$ cat config.mk
export PLATFORM = sky130hd
export DESIGN_NAME = ag32gbd_bram_arb
export DESIGN_NICKNAME = d
export VERILOG_FILES = /design/src/rtl/ag32gbd_pkg.sv /design/src/rtl/ag32gbd_bram_arb.sv
export SDC_FILE = /design/constraint.sdc
export NUM_CORES = 1
export LEC_CHECK = 0
export CAP_MARGIN = 20
export CORE_MARGIN = 8
export CORE_UTILIZATION = 43
export DETAILED_ROUTE_END_ITERATION = 16
export HOLD_SLACK_MARGIN = 0.03
export PLACE_DENSITY = 0.86
export REMOVE_ABC_BUFFERS = 1
export SYNTH_ARGS = -nofsm -noshare
export SYNTH_HDL_FRONTEND = slang
export SYNTH_SLANG_ARGS = --single-unit
export TNS_END_PERCENT = 5
$ cat constraint.sdc
create_clock -name sys_clock -period 2.55 [get_ports sys_clock]
set_input_delay 0.51 -clock sys_clock [delete_from_list [all_inputs] [get_ports sys_clock]]
set_output_delay 0.51 -clock sys_clock [all_outputs]
set_load 0.01 [all_outputs]
$ cat src/rtl/ag32gbd_pkg.sv
// Shared constants, state encoding and helpers for the camera config RAM arbiter.
package ag32gbd_pkg;

  localparam int DEF_ADDR_W = 10;
  localparam int DEF_DATA_W = 8;
  localparam logic [DEF_ADDR_W-1:0] DEF_LOCK_BASE = 10'h200;
  localparam int STREAK_W = 4;

  typedef enum logic [1:0] {
    ST_IDLE    = 2'd0,
    ST_WR      = 2'd1,
    ST_RD_ADDR = 2'd2,
    ST_RD_DATA = 2'd3
  } arb_state_t;

  function automatic logic [STREAK_W-1:0] streak_inc(input logic [STREAK_W-1:0] cur,
                                                     input logic [STREAK_W-1:0] lim);
    return (cur >= lim) ? lim : cur + STREAK_W'(1);
  endfunction

endpackage

$ cat src/rtl/ag32gbd_bram_arb.sv
// Single-port config RAM arbiter: cart-side writer vs capture-engine reader,
// with table-region write deferral during capture and a bounded read streak.
//
// state      | meaning
// -----------+--------------------------------------------------------------
// ST_IDLE    | arbitrate between read and eligible write
// ST_WR      | write strobe on the RAM for one cycle, Wr_Done pulses
// ST_RD_ADDR | read address presented to the RAM
// ST_RD_DATA | RAM data returns, captured into Rd_Data with Rd_Valid
module ag32gbd_bram_arb
  import ag32gbd_pkg::*;
#(
  parameter int                ADDR_W       = DEF_ADDR_W,
  parameter int                DATA_W       = DEF_DATA_W,
  parameter logic [ADDR_W-1:0] LOCK_BASE    = ADDR_W'(DEF_LOCK_BASE),
  parameter int                STARVE_LIMIT = 4
) (
  input  logic              sys_clock,
  input  logic              sys_resetn,
  input  logic              Wr_Req,
  input  logic [ADDR_W-1:0] Wr_Addr,
  input  logic [DATA_W-1:0] Wr_Data,
  output logic              Wr_Done,
  output logic              Wr_Stalled,
  input  logic              Rd_Req,
  input  logic [ADDR_W-1:0] Rd_Addr,
  output logic              Rd_Valid,
  output logic [DATA_W-1:0] Rd_Data,
  input  logic              Cam_Busy,
  output logic              Ram_We,
  output logic [ADDR_W-1:0] Ram_Addr,
  output logic [DATA_W-1:0] Ram_WData,
  input  logic [DATA_W-1:0] Ram_RData
);

  localparam logic [STREAK_W-1:0] LIMIT = STREAK_W'(STARVE_LIMIT);

  arb_state_t          r_state,      w_state_nxt;
  logic [STREAK_W-1:0] r_streak,     w_streak_nxt;
  logic                r_ram_we,     w_ram_we_nxt;
  logic [ADDR_W-1:0]   r_ram_addr,   w_ram_addr_nxt;
  logic [DATA_W-1:0]   r_ram_wdata,  w_ram_wdata_nxt;
  logic                r_wr_done,    w_wr_done_nxt;
  logic                r_wr_stalled, w_wr_stalled_nxt;
  logic                r_rd_valid,   w_rd_valid_nxt;
  logic [DATA_W-1:0]   r_rd_data,    w_rd_data_nxt;

  logic w_wr_elig;
  logic w_rd_win;

  // Only the protected table region is held off while a capture runs.
  assign w_wr_elig = Wr_Req && !(Cam_Busy && (Wr_Addr >= LOCK_BASE));
  assign w_rd_win  = Rd_Req && (!w_wr_elig || (r_streak < LIMIT));

  always_comb begin
    w_state_nxt      = r_state;
    w_streak_nxt     = r_streak;
    w_ram_we_nxt     = 1'b0;
    w_ram_addr_nxt   = r_ram_addr;
    w_ram_wdata_nxt  = r_ram_wdata;
    w_wr_done_nxt    = 1'b0;
    w_wr_stalled_nxt = Wr_Req && !w_wr_elig;
    w_rd_valid_nxt   = 1'b0;
    w_rd_data_nxt    = r_rd_data;

    case (r_state)
      ST_IDLE: begin
        if (w_rd_win) begin
          w_state_nxt    = ST_RD_ADDR;
          w_ram_addr_nxt = Rd_Addr;
          w_streak_nxt   = w_wr_elig ? streak_inc(r_streak, LIMIT) : '0;
        end else if (w_wr_elig) begin
          w_state_nxt     = ST_WR;
          w_ram_we_nxt    = 1'b1;
          w_ram_addr_nxt  = Wr_Addr;
          w_ram_wdata_nxt = Wr_Data;
          w_wr_done_nxt   = 1'b1;
          w_streak_nxt    = '0;
        end else begin
          w_streak_nxt = '0;
        end
      end
      ST_WR: begin
        w_state_nxt = ST_IDLE;
      end
      ST_RD_ADDR: begin
        w_state_nxt = ST_RD_DATA;
      end
      ST_RD_DATA: begin
        w_state_nxt    = ST_IDLE;
        w_rd_valid_nxt = 1'b1;
        w_rd_data_nxt  = Ram_RData;
      end
    endcase
  end

  always_ff @(posedge sys_clock or negedge sys_resetn) begin
    if (!sys_resetn) begin
      r_state      <= ST_IDLE;
      r_streak     <= '0;
      r_ram_we     <= 1'b0;
      r_ram_addr   <= '0;
      r_ram_wdata  <= '0;
      r_wr_done    <= 1'b0;
      r_wr_stalled <= 1'b0;
      r_rd_valid   <= 1'b0;
      r_rd_data    <= '0;
    end else begin
      r_state      <= w_state_nxt;
      r_streak     <= w_streak_nxt;
      r_ram_we     <= w_ram_we_nxt;
      r_ram_addr   <= w_ram_addr_nxt;
      r_ram_wdata  <= w_ram_wdata_nxt;
      r_wr_done    <= w_wr_done_nxt;
      r_wr_stalled <= w_wr_stalled_nxt;
      r_rd_valid   <= w_rd_valid_nxt;
      r_rd_data    <= w_rd_data_nxt;
    end
  end

  assign Ram_We     = r_ram_we;
  assign Ram_Addr   = r_ram_addr;
  assign Ram_WData  = r_ram_wdata;
  assign Wr_Done    = r_wr_done;
  assign Wr_Stalled = r_wr_stalled;
  assign Rd_Valid   = r_rd_valid;
  assign Rd_Data    = r_rd_data;

endmodule

==> flow_metrics.py, run 1 <==
metrics = {
    "routing": {
        "drt-total-wl_um": 3650,
        "wl_per_cell_um": 15.9,
        "drt_iter0_drc": 44,
        "drc": 0,
        "viasPerCell": 4.85,
        "routed-via-count": 1111,
        "ant_nets": 0,
        "dr.pass1.iters": 3,
    },
    "yosys": {
        "syn_inst": 109,
        "avgSynthCellArea_sq_um": 13.3,
        "yosysSeqAreaShare": 0.605,
        "ys_ff_latch": 35,
        "synth_cell_types": 25,
        "syn_area_sq_um": 1450,
        "yosys_warnings": 0,
    },
    "finish": {
        "layout_commonest_cell": "clkdlybuf4s50_1",
        "nNetsFinal": 226,
        "syn_to_final_growth_pct": 54.5,
        "drive_gt1_frac": 0.158,
        "layout_common_cells": "clkdlybuf4s50_1 (70), dfrtp_1 (35), mux2_2 (17)",
        "fin_util": 0.681,
        "antenna_cells": 0,
    },
    "power": {
        "internal-power_uw": 1520,
        "power_density_nw_per_um2": 994,
        "swShare": 0.316,
        "p_seq_frac": 0.422,
        "power_leakage_uw": 0.000987,
        "power_frac_comb": 0.464,
        "pwr-share-clk": 0.114,
        "ir_drop_uv": 569,
        "power_switching_uw": 702,
    },
    "clocking": {
        "clock_latency_ns": 0.32,
        "cts_tree": "done",
        "clockBufferDepth": 2,
        "htree_levels": 2,
        "cts.sink_count": 35,
        "numCtsBuffers": 5,
        "holdBufCountCts": 0,
        "post_cts_buffers": 0,
        "clkTransAtPathRegs_ns": 0.09,
        "cts_resized": 0,
        "cts_root_buf": "clkbuf_4",
    },
    "placement": {
        "dp_slack_ns": 0.234,
        "io_buffers": 70,
        "gp_congestion": 0.714,
        "dp_hpwl_um": 2940,
    },
    "global_routing": {
        "grt_pass1_wl_um": 5800,
        "grt.overflow.total": 0,
        "grt_max_degree": 36,
        "first_global_vias": 1202,
        "grt_antenna_before_repair": 0,
        "grt_usage": 0.140,
    },
    "die": {
        "core.rowCount": 21,
        "initial_core_util": 0.441,
        "die_h_um": 74.0,
        "design.core.area_sq_um": 3280,
        "die-area_sq_um": 5480,
        "die_w_um": 74.0,
        "ios": 71,
    },
    "timing": {
        "rsz0062_at_grt": "false",
        "finalHoldViolCount": 0,
        "fin_tns_setup_ns": 0,
        "worst_pin_slew_ns": 0.429,
        "setup_violations": 0,
        "whs_ns": 0.488,
        "slew_headroom": 0.714,
        "finalCriticalPeriod_ns": 1.98,
        "finalWorstSetupSlack_ns": 0.570,
        "timing.final.crit_share": 0.777,
        "finClkSkew_ns": 0.00705,
        "final-max-slew-violation-count": 0,
        "max_clock_freq_mhz": 505,
    },
    "setup_path": {
        "cp-start-kind": "input pin",
        "cp-end-kind": "flop",
        "worstPathRequired_ns": 2.75,
        "crit_type": "input pin to flop",
        "critPathArrivalTime_ns": 2.18,
        "r2r_setup_slack_ns": 0.84,
        "crit_fanout": 9,
    },
    "status": {
        "status": "finished clean",
    },
    "run": {
        "maxCapViolations": 0,
    },
    "hold_path": {
        "hold_path.class": "flop to flop",
    },
}
## synth_stat cells, drive strengths merged
| library cell | instances | share of area |
|---|---|---|
| dfrtp | 35 | 0.61 |
| mux2 | 17 | 0.13 |
| o21ai | 12 | 0.049 |
| nand2 | 11 | 0.029 |
| mux2i | 9 | 0.062 |
| nor2 | 4 | 0.022 |
| inv | 3 | 0.0078 |
| a21oi | 2 | 0.0069 |
| buf | 2 | 0.013 |
| clkbuf | 2 | 0.0052 |
| a21bo | 1 | 0.0069 |
| a21boi | 1 | 0.0052 |
| a221oi | 1 | 0.0061 |
| a22o | 1 | 0.0061 |
| a32o | 1 | 0.0069 |
| and2 | 1 | 0.0043 |
| and3 | 1 | 0.0052 |
| ha | 1 | 0.0086 |
| o21a | 1 | 0.0052 |
| o22ai | 1 | 0.0043 |
| or2 | 1 | 0.0043 |
| or2b | 1 | 0.0052 |
## layer usage
layer	track usage	part of all wire	vias up
met2	0.242	0.51	47
met5	0	0	-
met1	0.147	0.40	535
li1	-	-	525
met3	0.0580	0.078	4
met4	0.0532	0.013	0
## power groups by stage
stage | clock network (uW) | logic (uW) | registers, uW
final | 253 | 1030 | 938
after global placement | 0 | 1020 | 928
after global routing | 292 | 1120 | 972
after detailed placement | 0 | 1050 | 950
after CTS | 270 | 1050 | 939
after floorplan | 0 | 333 | 1030
## critical path, stage by stage
cell             delay [ns]
clkdlybuf4s50_1        0.49
a21bo_2                0.25
o21a_1                 0.32
nor2_8                 0.24
mux2_2                 0.36
## sequential cells by signal (all words and copies together) (netlist names)
signal and cells:
Ram_Addr 10, Ram_WData 8, Rd_Data 8, r_streak 4, r_state 2, Rd_Valid 1, Wr_Done 1, Wr_Stalled 1
## cell type report
class | count | area, sq um
Fill cell | 257 | 1050
Inverter | 3 | 11.3
Sequential cell | 35 | 876
Tap cell | 46 | 57.6
Timing Repair Buffer | 72 | 716
Clock buffer | 6 | 41.3
Multi-Input combinational cell | 67 | 534
## logic make-up (layout without fill, tap and decap cells)
family / Yosys count / in the layout / share of synthesized area
buffers and inverters: 7 / 81 / 0.0259
multiplexers: 26 / 26 / 0.194
AND/OR/NAND/NOR: 19 / 19 / 0.0692
flip-flops: 35 / 35 / 0.605
AO/OA/AOI/OAI: 21 / 21 / 0.0968
adder cells (fa/ha/maj): 1 / 1 / 0.00864
## per-stage QoR
step / total power, uW / instance area [sq um] / instances
finish: 2220 / 2240 / 229
global route: 2390 / 2240 / 229
CTS: 2260 / 2240 / 229
detailed placement: 2000 / 2190 / 223
global placement: 1950 / 2190 / 223
floorplan: 1370 / 1420 / 105
## final timing paths
| kind | startpoint | endpoint | cells after the start |
|---|---|---|---|
| setup / recovery | Wr_Req | Ram_WData[4] | 5 |
| hold / removal | Ram_Addr[7] | Ram_Addr[7] | 2 |
| setup reg to reg | r_streak[2] | Ram_WData[4] | 4 |
| hold reg to reg | Ram_Addr[7] | Ram_Addr[7] | 2 |
| max in group asynchronous | sys_resetn | Ram_WData[6] | 2 |
| min in group asynchronous | sys_resetn | Ram_WData[3] | 2 |
Power figures use the tool's default switching activity.
==> inputs of run 2 (changes only) <==
- CORE_UTILIZATION: 43 -> 40
- PLACE_DENSITY: 0.86 -> 0.8
- clock period: 2.55 -> 1.95 ns (I/O delays scaled with it)
==> run 2 against run 1 <==
Effect of this change: register-to-register slack worse by 0.34 ns; via count up 1.4%; worst hold slack worse by 0.021 ns; core utilization down 2.9 points; clock-buffer cell count up 2; routed wire length down 1.0%; non-clock buffer count up 9; sequential power up 29%.
==> flow_metrics.py, run 2 (synthesis gave the netlist of run 1 again) <==
metrics = {
    "status": {
        "status": "finished clean",
    },
    "clocking": {
        "numCtsBuffers": 5,
        "cts_resized": 0,
        "post_cts_buffers": 0,
        "htree_levels": 2,
        "clock_latency_ns": 0.34,
        "holdBufCountCts": 0,
        "clkTransAtPathRegs_ns": 0.11,
        "cts_root_buf": "clkbuf_4",
        "cts_tree": "done",
        "clockBufferDepth": 2,
        "cts.sink_count": 35,
    },
    "timing": {
        "final-max-slew-violation-count": 0,
        "timing.final.crit_share": 0.908,
        "finalCriticalPeriod_ns": 1.77,
        "finalWorstSetupSlack_ns": 0.179,
        "slew_headroom": 0.710,
        "setup_violations": 0,
        "finalHoldViolCount": 0,
        "finClkSkew_ns": 0.00967,
        "rsz0062_at_grt": "false",
        "worst_pin_slew_ns": 0.435,
        "max_clock_freq_mhz": 565,
        "fin_tns_setup_ns": 0,
        "whs_ns": 0.467,
    },
    "placement": {
        "gp_congestion": 0.751,
        "dp_hpwl_um": 2900,
        "io_buffers": 70,
        "dp_slack_ns": -0.176,
        "dp.cells": 234,
    },
    "run": {
        "maxCapViolations": 0,
    },
    "finish": {
        "largest_register_ffs": 10,
        "drive_gt1_frac": 0.206,
        "layout.cells.non_filler": 242,
        "antenna_cells": 0,
        "sequential_cell_area_sq_um": 876,
        "nNetsFinal": 235,
        "layout_common_cells": "clkdlybuf4s50_1 (70), dfrtp_1 (35), mux2_2 (17)",
        "layout_commonest_cell": "clkdlybuf4s50_1",
        "multiInputGateArea_sq_um": 534,
        "n_fill_cell": 289,
        "syn_to_final_growth_pct": 61.2,
    },
    "setup_path": {
        "crit_path_end": "Ram_WData[1]",
        "reg2reg_to": "Ram_WData[1]",
        "critPathArrivalTime_ns": 2.00,
        "cp-end-kind": "flop",
        "crit_fanout": 9,
        "r2r_start": "r_state[0]",
        "worstPathRequired_ns": 2.18,
        "crit_type": "input pin to flop",
        "crit_start": "Wr_Req",
        "ff2ff_path_depth": 4,
        "r2r_setup_slack_ns": 0.50,
        "cp-start-kind": "input pin",
    },
    "global_routing": {
        "grt.overflow.total": 0,
        "first_global_vias": 1266,
        "grt_max_degree": 36,
        "grt_antenna_before_repair": 0,
        "grt_usage": 0.128,
        "grt_pass1_wl_um": 6000,
    },
    "die": {
        "die_w_um": 76.2,
        "design.core.area_sq_um": 3580,
        "initial_core_util": 0.405,
        "die_h_um": 76.2,
        "core.rowCount": 22,
        "die-area_sq_um": 5800,
        "ios": 71,
    },
    "power": {
        "ir_drop_uv": 482,
        "power_density_nw_per_um2": 1300,
        "power_leakage_uw": 0.00104,
        "finalPower_uw": 3030,
    },
    "hold_path": {
        "hold_path.class": "input pin to asynchronous set/reset pin",
    },
    "routing": {
        "ant_nets": 0,
        "drt_iter0_drc": 30,
        "drt-total-wl_um": 3610,
        "viasPerCell": 4.65,
        "drc": 0,
        "wl_per_cell_um": 14.9,
        "routed-via-count": 1126,
        "dr.pass1.iters": 2,
    },
}
-- run 2: cell types whose count changed in the layout (fill, tap and decap cells not counted), sizes merged --
| cell | change |
|---|---|
| clkbuf | +2 |
| buf | +9 |
-- run 2: critical path: stages --
cell and delay, ns:
clkdlybuf4s50_1 0.49, a21boi_0 0.32, nand2_1 0.22, nor2_8 0.21
mux2_2 0.36
-- run 2: layout make-up --
class / count / share of cell area
Multi-Input combinational cell: 67 / 0.229
Sequential cell: 35 / 0.375
Tap cell: 48 / 0.0257
Timing Repair Buffer: 81 / 0.336
Inverter: 3 / 0.00483
Clock buffer: 8 / 0.0295
-- run 2: per-stage QoR --
stage,utilization,cell area [sq um]
floorplan,-,1420
global placement,0.633,2260
detailed placement,0.633,2260
CTS,0.652,2330
global route,0.652,2330
finish,0.652,2330
-- run 2: layer usage --
metal | GRT usage | routed length [um]
met3 | 0.0837 | 438
met4 | 0.0404 | 37
met2 | 0.207 | 1640
met1 | 0.131 | 1500
met5 | 0 | 0
-- run 2: worst min path at each step --
stage / depth (start not counted) / startpoint / to
4_1_cts: 2 / sys_resetn / Rd_Data[3]
3_3_place_gp: 2 / Ram_Addr[6] / Ram_Addr[6]
5_1_grt: 2 / sys_resetn / Rd_Data[3]
3_5_place_dp: 2 / Ram_Addr[0] / Ram_Addr[0]
6_report: 2 / sys_resetn / Rd_Data[3]
2_1_floorplan: 0 / sys_resetn / Ram_Addr[0]
-- run 2: where the power goes --
part	total [uW]	switching [uW]	internal [uW]
logic	1370	529	839
registers	1210	169	1040
clock network	446	234	212
total	3030	932	2090
